## config.mk

```make
export PLATFORM = sky130hd
export DESIGN_NAME = wbu_commit_unit
export DESIGN_NICKNAME = d
export VERILOG_FILES = /design/src/rtl/wbu_pkg.sv /design/src/rtl/wbu_commit_slot.sv /design/src/rtl/wbu_commit_unit.sv
export SDC_FILE = /design/constraint.sdc
export NUM_CORES = 1
export LEC_CHECK = 0
export CORE_MARGIN = 4
export CORE_UTILIZATION = 49
export DETAILED_ROUTE_END_ITERATION = 8
export GPL_TIMING_DRIVEN = 1
export PLACE_DENSITY = 0.95
export SYNTH_ARGS = -nofsm -noshare
export SYNTH_HDL_FRONTEND = slang
export SYNTH_SLANG_ARGS = --single-unit
```

## constraint.sdc

```tcl
create_clock -name clk -period 4.8 [get_ports clk]
set_input_delay 0.48 -clock clk [delete_from_list [all_inputs] [get_ports clk]]
set_output_delay 0.48 -clock clk [all_outputs]
set_load 0.005 [all_outputs]
```

## src/rtl/wbu_pkg.sv

```systemverilog
// ---------------------------------------------------------------------------
// wbu_pkg : shared types and helpers for the writeback commit unit
// Revision: 1.0
// ---------------------------------------------------------------------------
`default_nettype none

package wbu_pkg;

  localparam int PID_W = 2;
  localparam int XLEN  = 64;

  typedef struct packed {
    logic             we;
    logic [4:0]       addr;
    logic [XLEN-1:0]  data;
    logic [PID_W-1:0] pID;
  } wb_pkt_t;

  // pID arithmetic wraps naturally at the PID_W boundary.
  function automatic logic [PID_W-1:0] pid_inc(input logic [PID_W-1:0] pid,
                                               input logic [PID_W-1:0] n);
    return pid + n;
  endfunction

endpackage

`default_nettype wire

```

## src/rtl/wbu_commit_slot.sv

```systemverilog
// ---------------------------------------------------------------------------
// wbu_commit_slot : single-entry holding register for one WBU way
// Revision: 1.0
// ---------------------------------------------------------------------------
`default_nettype none

module wbu_commit_slot
  import wbu_pkg::*;
(
  input  logic    clk,
  input  logic    reset_n,
  input  logic    valid_i,
  input  wb_pkt_t pkt_i,
  input  logic    commit_i,
  input  logic    flush_i,
  output logic    ready_o,
  output logic    valid_o,
  output wb_pkt_t pkt_o
);

  logic    valid_q, valid_d;
  wb_pkt_t pkt_q, pkt_d;

  // A committing entry frees the slot at the same edge, so refill is bubble-free.
  assign ready_o = (~valid_q | commit_i) & ~flush_i;
  assign valid_o = valid_q;
  assign pkt_o   = pkt_q;

  always_comb begin
    valid_d = valid_q;
    pkt_d   = pkt_q;
    if (flush_i) begin
      valid_d = 1'b0;
    end else if (valid_i && ready_o) begin
      valid_d = 1'b1;
      pkt_d   = pkt_i;
    end else if (commit_i) begin
      valid_d = 1'b0;
    end
  end

  always_ff @(posedge clk or negedge reset_n) begin
    if (!reset_n) begin
      valid_q <= 1'b0;
      pkt_q   <= '0;
    end else begin
      valid_q <= valid_d;
      pkt_q   <= pkt_d;
    end
  end

endmodule

`default_nettype wire

```

## src/rtl/wbu_commit_unit.sv

```systemverilog
// ---------------------------------------------------------------------------
// wbu_commit_unit : in-order two-way writeback commit to the integer regfile
// Revision: 1.0
// ---------------------------------------------------------------------------
`default_nettype none

module wbu_commit_unit
  import wbu_pkg::*;
(
  input  logic             clk,
  input  logic             reset_n,
  input  logic             way0_valid_i,
  input  logic             way0_rdWriteEnable_i,
  input  logic [4:0]       way0_rdAddr_i,
  input  logic [XLEN-1:0]  way0_rdData_i,
  input  logic [PID_W-1:0] way0_pID_i,
  output logic             way0_ready_o,
  input  logic             way1_valid_i,
  input  logic             way1_rdWriteEnable_i,
  input  logic [4:0]       way1_rdAddr_i,
  input  logic [XLEN-1:0]  way1_rdData_i,
  input  logic [PID_W-1:0] way1_pID_i,
  output logic             way1_ready_o,
  input  logic             flush_i,
  input  logic [PID_W-1:0] flushPID_i,
  output logic             wr0_en_o,
  output logic [4:0]       wr0_addr_o,
  output logic [XLEN-1:0]  wr0_data_o,
  output logic             wr1_en_o,
  output logic [4:0]       wr1_addr_o,
  output logic [XLEN-1:0]  wr1_data_o,
  output logic [1:0]       retire_o,
  output logic             error_o
);

  wb_pkt_t          in0, in1, s0, s1, older, younger;
  logic             v0, v1, commit0, commit1;
  logic             old_is0, old_is1, young_match, old_c, young_c;
  logic             old_wen, young_wen, err_now;
  logic [PID_W-1:0] next_pid_q, next_pid_d, pid_p1;
  logic             error_q, error_d;

  assign in0 = '{we: way0_rdWriteEnable_i, addr: way0_rdAddr_i, data: way0_rdData_i, pID: way0_pID_i};
  assign in1 = '{we: way1_rdWriteEnable_i, addr: way1_rdAddr_i, data: way1_rdData_i, pID: way1_pID_i};

  wbu_commit_slot u_slot0 (
    .clk(clk), .reset_n(reset_n), .valid_i(way0_valid_i), .pkt_i(in0),
    .commit_i(commit0), .flush_i(flush_i), .ready_o(way0_ready_o),
    .valid_o(v0), .pkt_o(s0)
  );

  wbu_commit_slot u_slot1 (
    .clk(clk), .reset_n(reset_n), .valid_i(way1_valid_i), .pkt_i(in1),
    .commit_i(commit1), .flush_i(flush_i), .ready_o(way1_ready_o),
    .valid_o(v1), .pkt_o(s1)
  );

  assign pid_p1 = pid_inc(next_pid_q, PID_W'(1));

  // Slot 0 is preferred as older if both (erroneously) carry nextPID.
  assign old_is0     = v0 && (s0.pID == next_pid_q);
  assign old_is1     = !old_is0 && v1 && (s1.pID == next_pid_q);
  assign young_match = old_is0 ? (v1 && (s1.pID == pid_p1)) :
                       old_is1 ? (v0 && (s0.pID == pid_p1)) : 1'b0;
  assign old_c       = ~flush_i & (old_is0 | old_is1);
  assign young_c     = old_c & young_match;
  assign commit0     = (old_c & old_is0) | (young_c & old_is1);
  assign commit1     = (old_c & old_is1) | (young_c & old_is0);

  assign older   = old_is0 ? s0 : s1;
  assign younger = old_is0 ? s1 : s0;

  assign old_wen   = old_c & older.we & (older.addr != 5'd0);
  assign young_wen = young_c & younger.we & (younger.addr != 5'd0);

  // Same-destination pair: the younger value is the architectural result.
  assign wr0_en_o   = old_wen & ~(young_wen && (older.addr == younger.addr));
  assign wr0_addr_o = older.addr;
  assign wr0_data_o = older.data;
  assign wr1_en_o   = young_wen;
  assign wr1_addr_o = younger.addr;
  assign wr1_data_o = younger.data;
  assign retire_o   = {1'b0, old_c} + {1'b0, young_c};

  assign next_pid_d = flush_i ? flushPID_i : pid_inc(next_pid_q, PID_W'(retire_o));

  assign err_now = (v0 && v1 && (s0.pID == s1.pID)) ||
                   (v0 && (s0.pID != next_pid_q) && (s0.pID != pid_p1)) ||
                   (v1 && (s1.pID != next_pid_q) && (s1.pID != pid_p1));
  assign error_d = error_q | err_now;
  assign error_o = error_q;

  always_ff @(posedge clk or negedge reset_n) begin
    if (!reset_n) begin
      next_pid_q <= '0;
      error_q    <= 1'b0;
    end else begin
      next_pid_q <= next_pid_d;
      error_q    <= error_d;
    end
  end

endmodule

`default_nettype wire

```

==> results of run 1 <==
## worst max-delay path, cell delays in order (launching register included)
cell	delay, ps
dfrtp_1	590
xnor2_1	240
nand3_4	160
buf_4	540
buf_4	680
nand2_1	160
nand2_1	130
clkdlybuf4s50_1	510
## kinds of logic after synthesis
kind of cell	count (synthesis)
AOI/OAI and AO/OA	15
xor gates and xnor gates	14
adders and majority gates	1
buffers and inverters	57
DFF	149
muxes	150
and+or+nand+nor	452
## cell type report
class,count,area [µm²]
clock buffers,22,494.2
clock inverters,8,170.2
inverters,2,7.507
multi-input cells,632,3998
fillers,1048,4210
repair buffers,306,3064
flip-flops and latches,149,3729
well taps,216,270.3
## worst paths after layout
check,endpoint,cells past startpoint
setup / recovery,wr1_data_o[5],7
hold / removal,error_o,2
setup reg to reg,u_slot1.pkt_o[56],6
hold reg to reg,error_o,2
max in group asynchronous,u_slot0.pkt_o[52],3
min in group asynchronous,u_slot1.pkt_o[8],2
## per-layer routing
layer  global-route usage  vias up  wire length [µm]
met5                    0        -                13
li1                     -     3232                 -
met1               0.2890     3406              8949
met3              0.08841       76              2266
met4               0.1265        2              1035
met2               0.4483      371             11990
## placed cells by master, fill, tap and decap left out, types with 2 or more instances in the layout
cell type,n
a211oi_1,2
mux2i_1,3
nor2b_1,2
mux2_2,77
bufinv_16,5
buf_4,8
clkbuf_8,5
nand3b_1,2
xnor2_1,8
clkinvlp_4,2
nor3_1,4
nor2_1,9
o21ai_0,3
clkdlybuf4s50_1,294
nand2b_1,5
or4_1,2
inv_1,2
buf_12,2
nand2_1,418
clkbuf_16,17
nand3_1,3
a31oi_1,2
dfrtp_1,149
xor2_1,5
mux2_4,70
## metrics by stage
step / instances / util / power (mW) / hold slack (ps) / cell area [µm²]
floorplan: 838 / - / 3.325 / 184.4 / 7988
global placement: 1304 / 0.6936 / 4.779 / 413.9 / 11060
detailed placement: 1304 / 0.6936 / 4.914 / 418.4 / 11060
CTS: 1335 / 0.7359 / 6.442 / 492.5 / 11730
global route: 1335 / 0.7359 / 6.770 / 505.0 / 11730
finish: 1335 / 0.7359 / 6.414 / 496.8 / 11730
## power by group through the flow
| stage | Clock [mW] | Combinational [mW] | Sequential [mW] |
|---|---|---|---|
| floorplan | 0 | 1.43 | 1.90 |
| global placement | 0 | 2.76 | 2.02 |
| detailed placement | 0 | 2.86 | 2.05 |
| CTS | 1.52 | 2.88 | 2.04 |
| global route | 1.56 | 3.11 | 2.10 |
| finish | 1.49 | 2.86 | 2.06 |
## registers in the layout (all words and copies together), names as in the netlist
signal and flops:
u_slot1.pkt_o 72, u_slot0.pkt_o 72, error_o 1, u_slot0.valid_o 1, u_slot1.valid_o 1, next_pid_q 2
==> PnR_summary.wiki, run 1 <==
{| class="wikitable"
! Metric !! Value
|-
| Result of the run || complete, no violations
|-
| Die footprint || 0.01841 mm²
|-
| Total of buffers placed on input and output ports || 295
|-
| Last weighted congestion value of the routability-driven placer || 0.8529
|-
| # IOs || 296
|-
| Proportion of synthesized chip area in sequential cells || 0.4668
|-
| Headroom to the max-slew limit || 0.4408
|-
| Fraction of final layout cells sized beyond drive strength 1 || 0.1743
|-
| Die H || 135.7 µm
|-
| Area growth syn-to-layout || 46.88%
|-
| Final number of setup-violating endpoints || 0
|-
| Vias per cell || 5.309
|-
| Hold Violations, Final || 0
|-
| Cell count after synthesis || 838
|-
| Clock Skew || 8.255 ps
|-
| Worst Path Max Fanout || 72
|-
| Portion of the clock cycle consumed by the worst path in the final layout || 0.8401
|-
| Overflow left after global routing || 0
|-
| R2R Setup Slk || 1740 ps
|-
| Register clock-pin slew on the reported worst setup and hold paths || 60 ps
|-
| Pin count of the biggest net entering global routing || 73
|-
| Total clock sinks || 149
|-
| Leak Pwr || 5.534 nW
|-
| Critical path required time || 4320 ps
|-
| Count of vias placed by the detailed router || 7,087
|-
| Synthesized area per cell || 9.532 µm²
|-
| Post-route minimum period || 4033 ps
|-
| Most common cell in the synthesized netlist || nand2_1
|-
| Final wirelength || 24.25 mm
|-
| Hold buffer count at cts || 1
|-
| Post-synthesis sequential element count || 149
|-
| Largest family of logic cells by synthesized area || multiplexers
|-
| Rows || 46
|-
| # Post-CTS Setup Buffers || 0
|-
| Predominant post-synthesis flop cell || dfrtp_1
|-
| Simple-Gate Fraction of Synth Area || 0.2209
|-
| Number of enable-type register cells in the synthesized netlist || 0
|-
| TritonCTS clock tree || done
|-
| Area leader, netlist || dfrtp_1
|-
| Relative contribution of combinational cells to total power || 0.447
|-
| Category of the critical setup timing path || flop to output pin
|-
| Final antenna-violating net count || 0
|-
| Worst setup path startpoint || next_pid_q[1]
|-
| HPWL after detailed placement || 17.52 mm
|-
| Horizontal die dimension || 135.7 µm
|-
| Antenna fix cells || 0
|-
| Multiplexer share of the synthesized area || 0.2439
|-
| Async set or reset register ratio after synthesis || 1.000
|-
| First DRT Iteration DRCs || 366
|-
| Min-delay worst type || flop to flop
|-
| Post-layout nets || 1,260
|-
| Fraction of power consumed by sequential logic || 0.321
|-
| Area contributors post-synth || dfrtp_1 47%, nand2_1 20%, mux2_4 13%, mux2_2 11%, clkbuf_1 1.6%
|-
| Area share of the leading cell type in the synthesized netlist || 0.4668
|-
| Number of antenna violations at the first check in global routing || 1
|-
| Cells resized by post-CTS repair || 0
|-
| Fmax achieved || 0.2480 GHz
|-
| Maximum clock path buffer count || 2
|-
| Number of max-cap violations || 0
|-
| Switch share || 0.3170
|-
| Complex-gate fraction of the synthesized area || 0.01488
|-
| Synth Warn # || 0
|-
| GRT Util Overall || 0.2606
|-
| Clock share of power || 0.233
|-
| Startpoint type of the worst setup path || flop
|-
| Core Footprint || 0.01594 mm²
|-
| Top post-synthesis cells by count || 418 x nand2_1, 149 x dfrtp_1, 77 x mux2_2
|-
| Worst slack, placed || 1289 ps
|-
| Post-synthesis instance area || 0.007988 mm²
|-
| P_sw || 2.033 mW
|-
| Power density over the cells || 546.7 mW/mm²
|-
| H-Tree Depth || 4
|-
| Worst R2R Start || next_pid_q[1]
|-
| Transition time at the pin with the least slew margin || 838.7 ps
|-
| Hold path start || error_o
|-
| Xor and xnor area share after synthesis || 0.01629
|-
| Residual DRC count || 0
|-
| Total negative slack || 0 ps
|-
| Drt pass-1 iters || 6
|-
| Routed wire length per instance || 18.17 µm
|-
| Endpoint arrival time on the critical path || 3550 ps
|-
| Vias in the first global route || 7,440
|-
| RSZ-0062 raised after global routing || false
|-
| Internal power || 4.380 mW
|-
| Root Driver || clkbuf_16
|-
| Count of cell types in the netlist || 38
|-
| Wire length of the first global-routing pass || 37.83 mm
|-
| Number of clock buffers inserted by TritonCTS || 17
|-
| Adder-cell share of the synthesized area || 0.001566
|-
| Clock latency at the later pin of the worst-skew pair || 410 ps
|-
| Max Transition Viols Final || 0
|-
| Starting utilization of the core area || 0.5010
|-
| Element type at the critical path end || output pin
|-
| Maximum vdd ir drop || 0.3061 mV
|-
| Worst path setup slack after routing || 767.4 ps
|-
| Net count of the mapped netlist || 990
|}
(Power assumes the default switching activity.)
==> run 2, diff against run 1 <==
Settings changed: CORE_UTILIZATION 49 to 45, PLACE_DENSITY 0.95 to 0.89.
Clock period 4.8 ns to 3.8 ns, I/O delays scaled along.
==> run 2 against run 1 <==
- sequential share of layout area grew 0.18 points
- die area is 8.4% higher
- wire length fell by 3.3%
- worst hold slack lost 450 ps
- clock power up 17%
- combinational power up 25%
- sequential power is 25% higher
- count of clock-buffer cells in the layout shrank 4
- final cell count up 0.67%
- via count down 1.6%
- utilization down 6.4 points
==> PnR_summary.wiki, run 2 (synthesized netlist as in run 1, its figures left out) <==
{| class="wikitable"
! Metric !! Value
|-
| Min-delay worst type || input port to asynchronous set/reset pin
|-
| # IOs || 296
|-
| Number of max-cap violations || 0
|-
| Root Driver || clkbuf_16
|-
| Final number of setup-violating endpoints || 0
|-
| RSZ-0062 raised after global routing || false
|-
| Final wirelength || 23.46 mm
|-
| Dominant delay contributor by cell family on the critical path || buffers and inverters
|-
| Count of vias placed by the detailed router || 6,971
|-
| Register clock-pin slew on the reported worst setup and hold paths || 70 ps
|-
| Drt pass-1 iters || 5
|-
| Power density over the cells || 677.3 mW/mm²
|-
| Most frequent cells in the layout || 418 x nand2_1, 294 x clkdlybuf4s50_1, 149 x dfrtp_1
|-
| Element type at the critical path end || output pin
|-
| P_sw || 2.575 mW
|-
| HPWL after detailed placement || 16.75 mm
|-
| Clock latency at the later pin of the worst-skew pair || 420 ps
|-
| Internal power || 5.326 mW
|-
| Antenna fix cells || 0
|-
| GRT Util Overall || 0.2358
|-
| Fmax achieved || 0.2928 GHz
|-
| Slowest stage cell on the critical path || clkdlybuf4s50_1
|-
| Most common cell after layout, fill and taps aside || nand2_1
|-
| Post-route minimum period || 3416 ps
|-
| Vias per cell || 5.187
|-
| Total negative slack || 0 ps
|-
| Maximum vdd ir drop || 0.3329 mV
|-
| Maximum clock path buffer count || 2
|-
| Startpoint type of the worst setup path || flop
|-
| Worst Path Max Fanout || 29
|-
| Starting utilization of the core area || 0.4602
|-
| Post-layout nets || 1,258
|-
| Crit path largest cell delay || 560 ps
|-
| Area growth syn-to-layout || 46.05%
|-
| Headroom to the max-slew limit || 0.3823
|-
| Hold buffer count at cts || 0
|-
| Cell-by-cell trace of the critical path || xnor2_1, nand3_4, mux2_2, nor3_1, a211oi_1, clkdlybuf4s50_1
|-
| Leak Pwr || 5.496 nW
|-
| Last weighted congestion value of the routability-driven placer || 0.9130
|-
| Clock share of power || 0.221
|-
| Relative contribution of combinational cells to total power || 0.452
|-
| Final antenna-violating net count || 0
|-
| Result of the run || complete, no violations
|-
| Clock Skew || 20.05 ps
|-
| Total clock sinks || 149
|-
| First DRT Iteration DRCs || 330
|-
| Wire length of the first global-routing pass || 37.36 mm
|-
| Endpoint arrival time on the critical path || 3040 ps
|-
| Core Footprint || 0.01736 mm²
|-
| Pin count of the biggest net entering global routing || 99
|-
| Horizontal die dimension || 141.2 µm
|-
| Number of antenna violations at the first check in global routing || 0
|-
| Transition time at the pin with the least slew margin || 926.6 ps
|-
| Die H || 141.2 µm
|-
| Number of clock buffers inserted by TritonCTS || 17
|-
| Critical path required time || 3420 ps
|-
| Vias in the first global route || 7,264
|-
| Switch share || 0.3259
|-
| Hold Violations, Final || 0
|-
| Max Transition Viols Final || 0
|-
| Fraction of final layout cells sized beyond drive strength 1 || 0.1743
|-
| H-Tree Depth || 4
|-
| Buffering stage count on the worst path with inverters included || 1
|-
| Fraction of power consumed by sequential logic || 0.327
|-
| Routed wire length per instance || 17.46 µm
|-
| Total of buffers placed on input and output ports || 295
|-
| Category of the critical setup timing path || flop to output pin
|-
| Portion of the clock cycle consumed by the worst path in the final layout || 0.8989
|-
| # Post-CTS Setup Buffers || 0
|-
| Total design power || 7.901 mW
|-
| Overflow left after global routing || 0
|-
| Cells resized by post-CTS repair || 0
|-
| Rows || 48
|-
| Die footprint || 0.01995 mm²
|-
| Residual DRC count || 0
|-
| TritonCTS clock tree || done
|}
[run 2: final timing paths]
check / start / end / slack [ps] / depth (start not counted)
max in group asynchronous: reset_n / u_slot1.pkt_o[45] / 2920 / 2
worst max-delay path: next_pid_q[1] / wr0_en_o / 380 / 6
worst min-delay path: reset_n / u_slot1.pkt_o[9] / 50 / 1
worst max register to register: next_pid_q[1] / next_pid_q[1] / 1050 / 9
min in group clk: error_o / error_o / 490 / 2
worst min register to register: error_o / error_o / 490 / 2
[run 2: worst reg2reg max path, cell delays in order, from the launching register on]
cell      delay (ps)
dfrtp_1          520
xnor2_1          480
and3_4           310
buf_12           270
a211oi_1          90
o21ba_2          230
ha_1             190
xor2_1           150
xnor2_1          130
mux2_2           270
[run 2: cell type report]
class / instances / area, µm²
Fill cell: 1311 / 5690
Multi-Input combinational cell: 632 / 3998
Timing Repair Buffer: 304 / 3047
Sequential cell: 149 / 3729
Tap cell: 225 / 281.5
Clock buffer: 18 / 429.2
Inverter: 2 / 7.507
Clock inverter: 14 / 175.2
[run 2: routing by layer]
| metal | vias up | part of all wire | GRT usage |
|---|---|---|---|
| met5 | - | 0 | 0 |
| met4 | 0 | 0.039 | 0.1142 |
| met3 | 66 | 0.095 | 0.09023 |
| met2 | 312 | 0.49 | 0.3933 |
| met1 | 3350 | 0.37 | 0.2651 |
| li1 | 3243 | - | - |
[run 2: power by group through the flow]
| stage | combinational (mW) | sequential (mW) | clock, mW |
|---|---|---|---|
| 2_1_floorplan | 1.80 | 2.40 | 0 |
| 3_3_place_gp | 3.49 | 2.56 | 0 |
| 3_5_place_dp | 3.58 | 2.59 | 0 |
| 4_1_cts | 3.61 | 2.57 | 1.79 |
| 5_1_grt | 3.89 | 2.65 | 1.86 |
| 6_report | 3.57 | 2.58 | 1.75 |
[run 2: metrics by stage]
stage	hold slack, ps	std cells	utilization	instance area, µm²	worst slack (ps)
global placement	478.2	1312	0.6373	11060	955.3
detailed placement	475.4	1312	0.6373	11060	893.4
finish	50.32	1344	0.6721	11670	384.2
global route	121.8	1344	0.6721	11670	213.2
floorplan	84.41	838	-	7988	1280
CTS	96.98	1344	0.6721	11670	412.9
